### config.mk
export PLATFORM = sky130hd
export DESIGN_NAME = nand_cycle_engine
export DESIGN_NICKNAME = d
export VERILOG_FILES = /design/src/rtl/nand_cycle_engine.sv
export SDC_FILE = /design/constraint.sdc
export NUM_CORES = 1
export LEC_CHECK = 0
export ABC_AREA = 1
export BUFFER_PORTS_ARGS = -buffer_cell sky130_fd_sc_hd__buf_2
export CAP_MARGIN = 20
export CORE_ASPECT_RATIO = 0.75
export CORE_MARGIN = 2
export CORE_UTILIZATION = 55
export DETAILED_ROUTE_END_ITERATION = 8
export PLACE_DENSITY = 0.79
export SLEW_MARGIN = 5
export SYNTH_ARGS = -nofsm -noshare
export SYNTH_HDL_FRONTEND = slang
export SYNTH_SLANG_ARGS = --single-unit
### constraint.sdc
create_clock -name clk -period 2.4 [get_ports clk]
set_input_delay 0.24 -clock clk [delete_from_list [all_inputs] [get_ports clk]]
set_output_delay 0.24 -clock clk [all_outputs]
set_load 0.005 [all_outputs]
### src/rtl/nand_cycle_engine.sv
// Clocked NAND bus cycle generator: command/address/write/read cycles with counted strobe timing.
// Optional macro NAND_RB_TIMEOUT_EN adds a TO_CYCLES bound on the R/B wait.
//
// state   | meaning
// IDLE    | ready for a request; nCE kept low only after a held cycle
// SETUP   | select target, set CLE/ALE and data bus
// WE_LO   | nWE low for T_WP clocks
// WE_HI   | nWE high for T_WH clocks, bus and latches held
// RE_LO   | nRE low for T_RP clocks, io_in sampled on exit
// RE_HI   | nRE high for T_REH clocks, rsp_valid on first clock
// WAIT_WB | T_WB clocks before R/B is trusted
// WAIT_RB | wait for synchronised R/B ready
module nand_cycle_engine #(
    parameter int IO_W      = 8,
    parameter int NUM_CE    = 1,
    parameter int T_WP      = 2,
    parameter int T_WH      = 2,
    parameter int T_RP      = 2,
    parameter int T_REH     = 2,
    parameter int T_WB      = 4,
    parameter int TO_CYCLES = 65535,
    localparam int CE_W     = (NUM_CE > 1) ? $clog2(NUM_CE) : 1
) (
    input  logic              clk,
    input  logic              nRST,
    input  logic              req_valid,
    output logic              req_ready,
    input  logic [1:0]        req_type,
    input  logic [IO_W-1:0]   req_data,
    input  logic [CE_W-1:0]   req_ce,
    input  logic              req_hold,
    input  logic              req_wait,
    output logic              rsp_valid,
    output logic [IO_W-1:0]   rsp_data,
    output logic              err_ce,
    output logic              rb_timeout,
    input  logic              wp_n_in,
    output logic [NUM_CE-1:0] nCE,
    output logic              CLE,
    output logic              ALE,
    output logic              nWE,
    output logic              nRE,
    output logic              nWP,
    output logic [IO_W-1:0]   io_out,
    output logic              io_oe,
    input  logic [IO_W-1:0]   io_in,
    input  logic              RB
);

    typedef enum logic [2:0] {
        IDLE, SETUP, WE_LO, WE_HI, RE_LO, RE_HI, WAIT_WB, WAIT_RB
    } state_t;

    localparam int TMR_W = 16;

    // Timers hold (clocks - 1) and run down to a terminal count of zero.
    function automatic logic [TMR_W-1:0] tload(input int t);
        return (t < 2) ? '0 : TMR_W'(t - 1);
    endfunction

    localparam logic [TMR_W-1:0] LD_WP  = tload(T_WP);
    localparam logic [TMR_W-1:0] LD_WH  = tload(T_WH);
    localparam logic [TMR_W-1:0] LD_RP  = tload(T_RP);
    localparam logic [TMR_W-1:0] LD_REH = tload(T_REH);
    localparam logic [TMR_W-1:0] LD_WB  = tload(T_WB);
    localparam logic [CE_W:0]    CE_LIM = (CE_W + 1)'(NUM_CE);

    state_t            state_q, state_d;
    logic [TMR_W-1:0]  tmr_q, tmr_d;
    logic [1:0]        type_q;
    logic [IO_W-1:0]   data_q;
    logic [CE_W-1:0]   ce_q;
    logic              ce_ok_q, hold_q, wait_q;
    logic              rb_meta, rb_s;
    logic              accept, ce_ok_in, timeout;

    logic [1:0]        f_type;
    logic [IO_W-1:0]   f_data;
    logic [CE_W-1:0]   f_ce;
    logic              f_ok;
    logic [NUM_CE-1:0] sel_n;

    logic [NUM_CE-1:0] nce_d;
    logic              cle_d, ale_d, nwe_d, nre_d, oe_d, ready_d, rsp_v_d;
    logic [IO_W-1:0]   io_d, rsp_data_d;

    assign accept   = req_valid && req_ready;
    assign ce_ok_in = {1'b0, req_ce} < CE_LIM;

`ifdef NAND_RB_TIMEOUT_EN
    localparam logic [31:0] TO_LIM = (TO_CYCLES < 1) ? 32'd1 : 32'(TO_CYCLES);
    logic [31:0] to_cnt_q;

    always_ff @(posedge clk or negedge nRST) begin
        if (!nRST)                   to_cnt_q <= '0;
        else if (state_q != WAIT_RB) to_cnt_q <= '0;
        else if (!rb_s)              to_cnt_q <= to_cnt_q + 32'd1;
    end

    assign timeout = (state_q == WAIT_RB) && !rb_s && (to_cnt_q == TO_LIM - 32'd1);
`else
    assign timeout = 1'b0;
`endif

    // Fields of the cycle being issued: the live request on the accept edge, the latched copy after.
    always_comb begin
        f_type = accept ? req_type : type_q;
        f_data = accept ? req_data : data_q;
        f_ce   = accept ? req_ce   : ce_q;
        f_ok   = accept ? ce_ok_in : ce_ok_q;
        sel_n  = '1;
        for (int i = 0; i < NUM_CE; i++)
            if (f_ok && f_ce == CE_W'(i)) sel_n[i] = 1'b0;
    end

    always_comb begin
        state_d = state_q;
        tmr_d   = tmr_q;
        case (state_q)
            IDLE:    if (accept) state_d = SETUP;
            SETUP:   if (type_q == 2'd3) begin state_d = RE_LO; tmr_d = LD_RP; end
                     else                begin state_d = WE_LO; tmr_d = LD_WP; end
            WE_LO:   if (tmr_q == '0) begin state_d = WE_HI; tmr_d = LD_WH; end
                     else tmr_d = tmr_q - TMR_W'(1);
            RE_LO:   if (tmr_q == '0) begin state_d = RE_HI; tmr_d = LD_REH; end
                     else tmr_d = tmr_q - TMR_W'(1);
            WE_HI, RE_HI:
                     if (tmr_q == '0) begin
                         if (wait_q) begin state_d = WAIT_WB; tmr_d = LD_WB; end
                         else state_d = IDLE;
                     end else tmr_d = tmr_q - TMR_W'(1);
            WAIT_WB: if (tmr_q == '0) state_d = WAIT_RB;
                     else tmr_d = tmr_q - TMR_W'(1);
            WAIT_RB: if (rb_s || timeout) state_d = IDLE;
            default: state_d = IDLE;
        endcase
    end

    // Pin values are computed for the coming state and registered, so pins change with the state.
    always_comb begin
        nce_d      = nCE;
        cle_d      = 1'b0;
        ale_d      = 1'b0;
        nwe_d      = 1'b1;
        nre_d      = 1'b1;
        oe_d       = 1'b0;
        io_d       = io_out;
        ready_d    = (state_d == IDLE);
        rsp_v_d    = (state_q == RE_LO) && (state_d == RE_HI);
        rsp_data_d = rsp_data;
        case (state_d)
            SETUP, WE_LO, WE_HI, RE_LO, RE_HI: begin
                nce_d = sel_n;
                cle_d = (f_type == 2'd0);
                ale_d = (f_type == 2'd1);
                oe_d  = (f_type != 2'd3);
                io_d  = f_data;
                nwe_d = (state_d != WE_LO);
                nre_d = (state_d != RE_LO);
            end
            WAIT_WB, WAIT_RB: nce_d = sel_n;
            default: if (state_q != IDLE) nce_d = (hold_q && !timeout) ? sel_n : '1;
        endcase
        if (rsp_v_d) rsp_data_d = ce_ok_q ? io_in : '0;
    end

    always_ff @(posedge clk or negedge nRST) begin
        if (!nRST) begin
            state_q    <= IDLE;
            tmr_q      <= '0;
            type_q     <= '0;
            data_q     <= '0;
            ce_q       <= '0;
            ce_ok_q    <= 1'b0;
            hold_q     <= 1'b0;
            wait_q     <= 1'b0;
            rb_meta    <= 1'b0;
            rb_s       <= 1'b0;
            nCE        <= '1;
            CLE        <= 1'b0;
            ALE        <= 1'b0;
            nWE        <= 1'b1;
            nRE        <= 1'b1;
            nWP        <= 1'b0;
            io_out     <= '0;
            io_oe      <= 1'b0;
            req_ready  <= 1'b0;
            rsp_valid  <= 1'b0;
            rsp_data   <= '0;
            err_ce     <= 1'b0;
            rb_timeout <= 1'b0;
        end else begin
            state_q    <= state_d;
            tmr_q      <= tmr_d;
            rb_meta    <= RB;
            rb_s       <= rb_meta;
            if (accept) begin
                type_q  <= req_type;
                data_q  <= req_data;
                ce_q    <= req_ce;
                ce_ok_q <= ce_ok_in;
                hold_q  <= req_hold;
                wait_q  <= req_wait;
            end
            nCE        <= nce_d;
            CLE        <= cle_d;
            ALE        <= ale_d;
            nWE        <= nwe_d;
            nRE        <= nre_d;
            nWP        <= wp_n_in;
            io_out     <= io_d;
            io_oe      <= oe_d;
            req_ready  <= ready_d;
            rsp_valid  <= rsp_v_d;
            rsp_data   <= rsp_data_d;
            err_ce     <= accept && !ce_ok_in;
            rb_timeout <= timeout;
        end
    end

endmodule

==> impl_metrics.env <==
export IMPL_edff_count_synth=0
export IMPL_place_inst=489
export IMPL_report_final_slew_viol_count=0
export IMPL_ys_seq_area_share_pct=51.3
export IMPL_synth_adder_area_share_pct=0.839
export IMPL_drt_pre_antenna_iters=4
export IMPL_routed_via_count=2595
export IMPL_hold_worst_slack_ns=0.0952
export IMPL_final_min_period_over_clock_period_pct=88.0
export IMPL_cp_data_required_time_ns=2.63
export IMPL_compound_cell_area_share_of_the_yosys_netlist_pct=5.58
export IMPL_vdd_ir_drop_worst_mv=0.697
export IMPL_core_region_area_mm2=0.00530
export IMPL_cts_tree="done"
export IMPL_share_of_synthesized_cell_area_in_and_or_nand_and_nor_gates_pct=33.9
export IMPL_fin_worst_skew_ns=0.00582
export IMPL_synth_top_family_by_area="simple AND/OR/NAND/NOR gates"
export IMPL_critPathMaxFanout=19
export IMPL_num_io_pins=53
export IMPL_final_wirelength_mm=6.51
export IMPL_grt_setup_unrepaired="false"
export IMPL_synthesis_area_mm2=0.00298
export IMPL_drt_antenna_violating_nets=0
export IMPL_async_reset_ff_share_pct=100
export IMPL_die_x_um=89.0
export IMPL_first_iter_violations=163
export IMPL_crit_path_max_incr_delay_ns=0.37
export IMPL_yosysWarningCount=0
export IMPL_grt_start_max_net_pins=23
export IMPL_setup_worst_path_end_class="flop"
export IMPL_preCtsSetupSlack_ns=0.306
export IMPL_port_buffers=51
export IMPL_post_route_worst_setup_slack_ns=0.289
export IMPL_timing_hold_violations_final=0
export IMPL_number_of_global_route_vias_before_repair=2300
export IMPL_number_of_distinct_library_cells_after_synthesis=32
export IMPL_crit_path_frequent_cell="nor2_1"
export IMPL_worst_path_max_delay_cell="dfrtp_1"
export IMPL_ctsRootBufferMaster="clkbuf_8"
export IMPL_die_height_um=67.8
export IMPL_layout_cells_non_filler=508
export IMPL_grt_antenna_before_repair=0
export IMPL_path_delay_family="simple AND/OR/NAND/NOR gates"
export IMPL_vias_per_cell=5.11
export IMPL_critical_path_buf_inv_count=3
export IMPL_fin_setup_tns_ns=0
export IMPL_groute_usage_overall_pct=23.7
export IMPL_fin_crit_ns=2.11
export IMPL_drive_above_1_share_pct=23.3
export IMPL_holdCritPathClass="primary input to flop"
export IMPL_muxShareOfSynthArea_pct=0
export IMPL_fp_row_count=23
export IMPL_cts_repair_resized=0
export IMPL_detail_route_wl_per_cell_um=12.8
export IMPL_critPathLaunchType="flop"
export IMPL_maximum_operating_frequency_mhz=474
export IMPL_timing_setup_critical_path_class="flop to flop"
export IMPL_global_route_overflow_total=0
export IMPL_grt_pass1_wl_mm=10.5
export IMPL_initial_util_pct=56.3
export IMPL_synth_xor_xnor_area_share_pct=2.06
export IMPL_cell_area_power_density_mw_per_mm2=1420
export IMPL_finalWeightedCongestion=0.902
export IMPL_dominantRegCellSynth="dfrtp_1"
export IMPL_detailedPlacementHpwl_mm=4.62
export IMPL_dieArea_mm2=0.00603
export IMPL_final_nets=456
export IMPL_clock_transition_at_the_register_clock_pins_on_the_worst_setup_and_hold_paths_after_cts_ns=0.07
export IMPL_synth_avg_cell_area_um2=8.17
export IMPL_setup_violations=0
export IMPL_antenna_cells=0
export IMPL_insertion_delay_ns=0.35
export IMPL_outcome="completed"
export IMPL_number_of_buffers_added_by_the_clock_tree_synthesis_step=9
export IMPL_synth_nets=393
export IMPL_max_clock_path_buffers=2
export IMPL_fin_total_pwr_mw=5.02
export IMPL_cts_htree_levels=3
export IMPL_cts_sink_count=61
export IMPL_timing_max_cap_violations=0
export IMPL_postSynthRegisterBits=61
export IMPL_flow_area_growth_from_synthesis_pct=18.8
export IMPL_drc=0
export IMPL_critical_path_cell_list="inv_1, ha_1, inv_1, nor2_1, nand2_1, nor2_1, nand3_1, nand3_1, nor2_4, inv_2, nor2_4, nor2_1"
export IMPL_crit_arrival_ns=2.34
export IMPL_synthCells=365
export IMPL_cellLeakagePower_nw=1.91
[Yosys cell counts (5+ instances only)]
cell	instances	area, um^2
nor3_1	5	25.0
nor2_1	34	128
a21oi_1	6	30.0
inv_2	5	18.8
nor2_4	5	56.3
nand2_1	112	420
nor2_2	6	37.5
xor2_1	7	61.3
o21ai_0	16	80.1
dfrtp_1	58	1450
inv_1	34	128
nand3_1	41	205
[per-layer routing]
metal | global-route usage, % | wire length [um] | up-vias
li1 | - | - | 1287
met1 | 33.4 | 3070 | 1222
met2 | 34.5 | 2930 | 78
met3 | 9.17 | 432 | 8
met4 | 6.16 | 70 | 0
met5 | 0 | 0 | -
[cell type report]
cell class	count	area (um^2)
clock inverters	4	32.5
repair buffers	58	315
flip-flops and latches	61	1530
fillers	458	1750
multi-input cells	259	1270
clock buffers	12	155
well taps	75	93.8
inverters	39	146
[logic make-up after synthesis]
logic type / Yosys count
fa+ha+maj: 2
flops: 61
buf+inv: 45
other cells: 1
compound gates: 29
xor+xnor: 7
simple gates: 220
[cell usage in the layout (no fill, tap or decap), types with 2 or more instances in the layout]
master and count:
nand3_1 41, nand2_2 4, nor2_2 6, nand4_1 4, clkinv_4 2, clkbuf_8 11, buf_2 51, a21oi_2 2
buf_4 4, inv_2 5, dfstp_2 3, o21bai_1 2, inv_1 34, and3_1 2, nor3_1 5, a21oi_1 6
dfrtp_1 58, xor2_1 7, o21ai_0 16, dlygate4sd3_1 3, clkinvlp_4 2, nor2_4 5, ha_1 2, nand2_4 2
nor2_1 34, nand2_1 112
[worst register-to-register path: stages, from the launching register on]
cell     delay [ns]
dfrtp_1        0.37
inv_1          0.10
ha_1           0.25
inv_1          0.06
nor2_1         0.03
nand2_1        0.06
nor2_1         0.04
nand3_1        0.08
nand3_1        0.11
nor2_4         0.37
inv_2          0.19
nor2_4         0.23
nor2_1         0.08
[per-stage QoR]
| stage | cell area (um^2) | util [%] |
|---|---|---|
| after floorplan | 2980 | - |
| after global placement | 3320 | 62.8 |
| after detailed placement | 3320 | 62.8 |
| after CTS | 3540 | 66.9 |
| after global routing | 3540 | 66.9 |
| final | 3540 | 66.9 |
[power by group]
part           internal (mW)  switching (mW)  total, mW
logic                  0.844            1.65       2.50
clock network          0.434           0.417      0.851
registers               1.44           0.231       1.67
total                   2.72            2.30       5.02
[worst paths after layout]
| path | start | to | slack (ns) | depth (start not counted) |
|---|---|---|---|---|
| min reg2reg | rb_meta$_DFF_PN0_ | rb_s$_DFF_PN0_ | 0.36 | 0 |
| max in group asynchronous | nRST | nCE$_DFFE_PN1P_ | 1.29 | 3 |
| max reg2reg | tmr_q[0]$_DFFE_PN0P_ | tmr_q[2]$_DFFE_PN0P_ | 0.29 | 12 |
| min in group asynchronous | nRST | tmr_q[6]$_DFFE_PN0P_ | 0.40 | 2 |
| max | tmr_q[0]$_DFFE_PN0P_ | tmr_q[2]$_DFFE_PN0P_ | 0.29 | 12 |
| min | req_wait | wait_q$_DFFE_PN0P_ | 0.1 | 3 |
[sequential cells by signal, indices dropped and copies added, names as in the netlist, 2 cells and up]
register	flops
tmr_q	16
data_q	8
io_out	8
rsp_data	8
state_q	3
type_q	2
[repair_timing]
action | in CTS | in global routing
buffers inserted | 0 | 0
endpoints found under the hold margin | 20 | 0
hold buffers | 3 | 0
setup endpoints to repair | 0 | 0
Power figures use the tool's default switching activity.
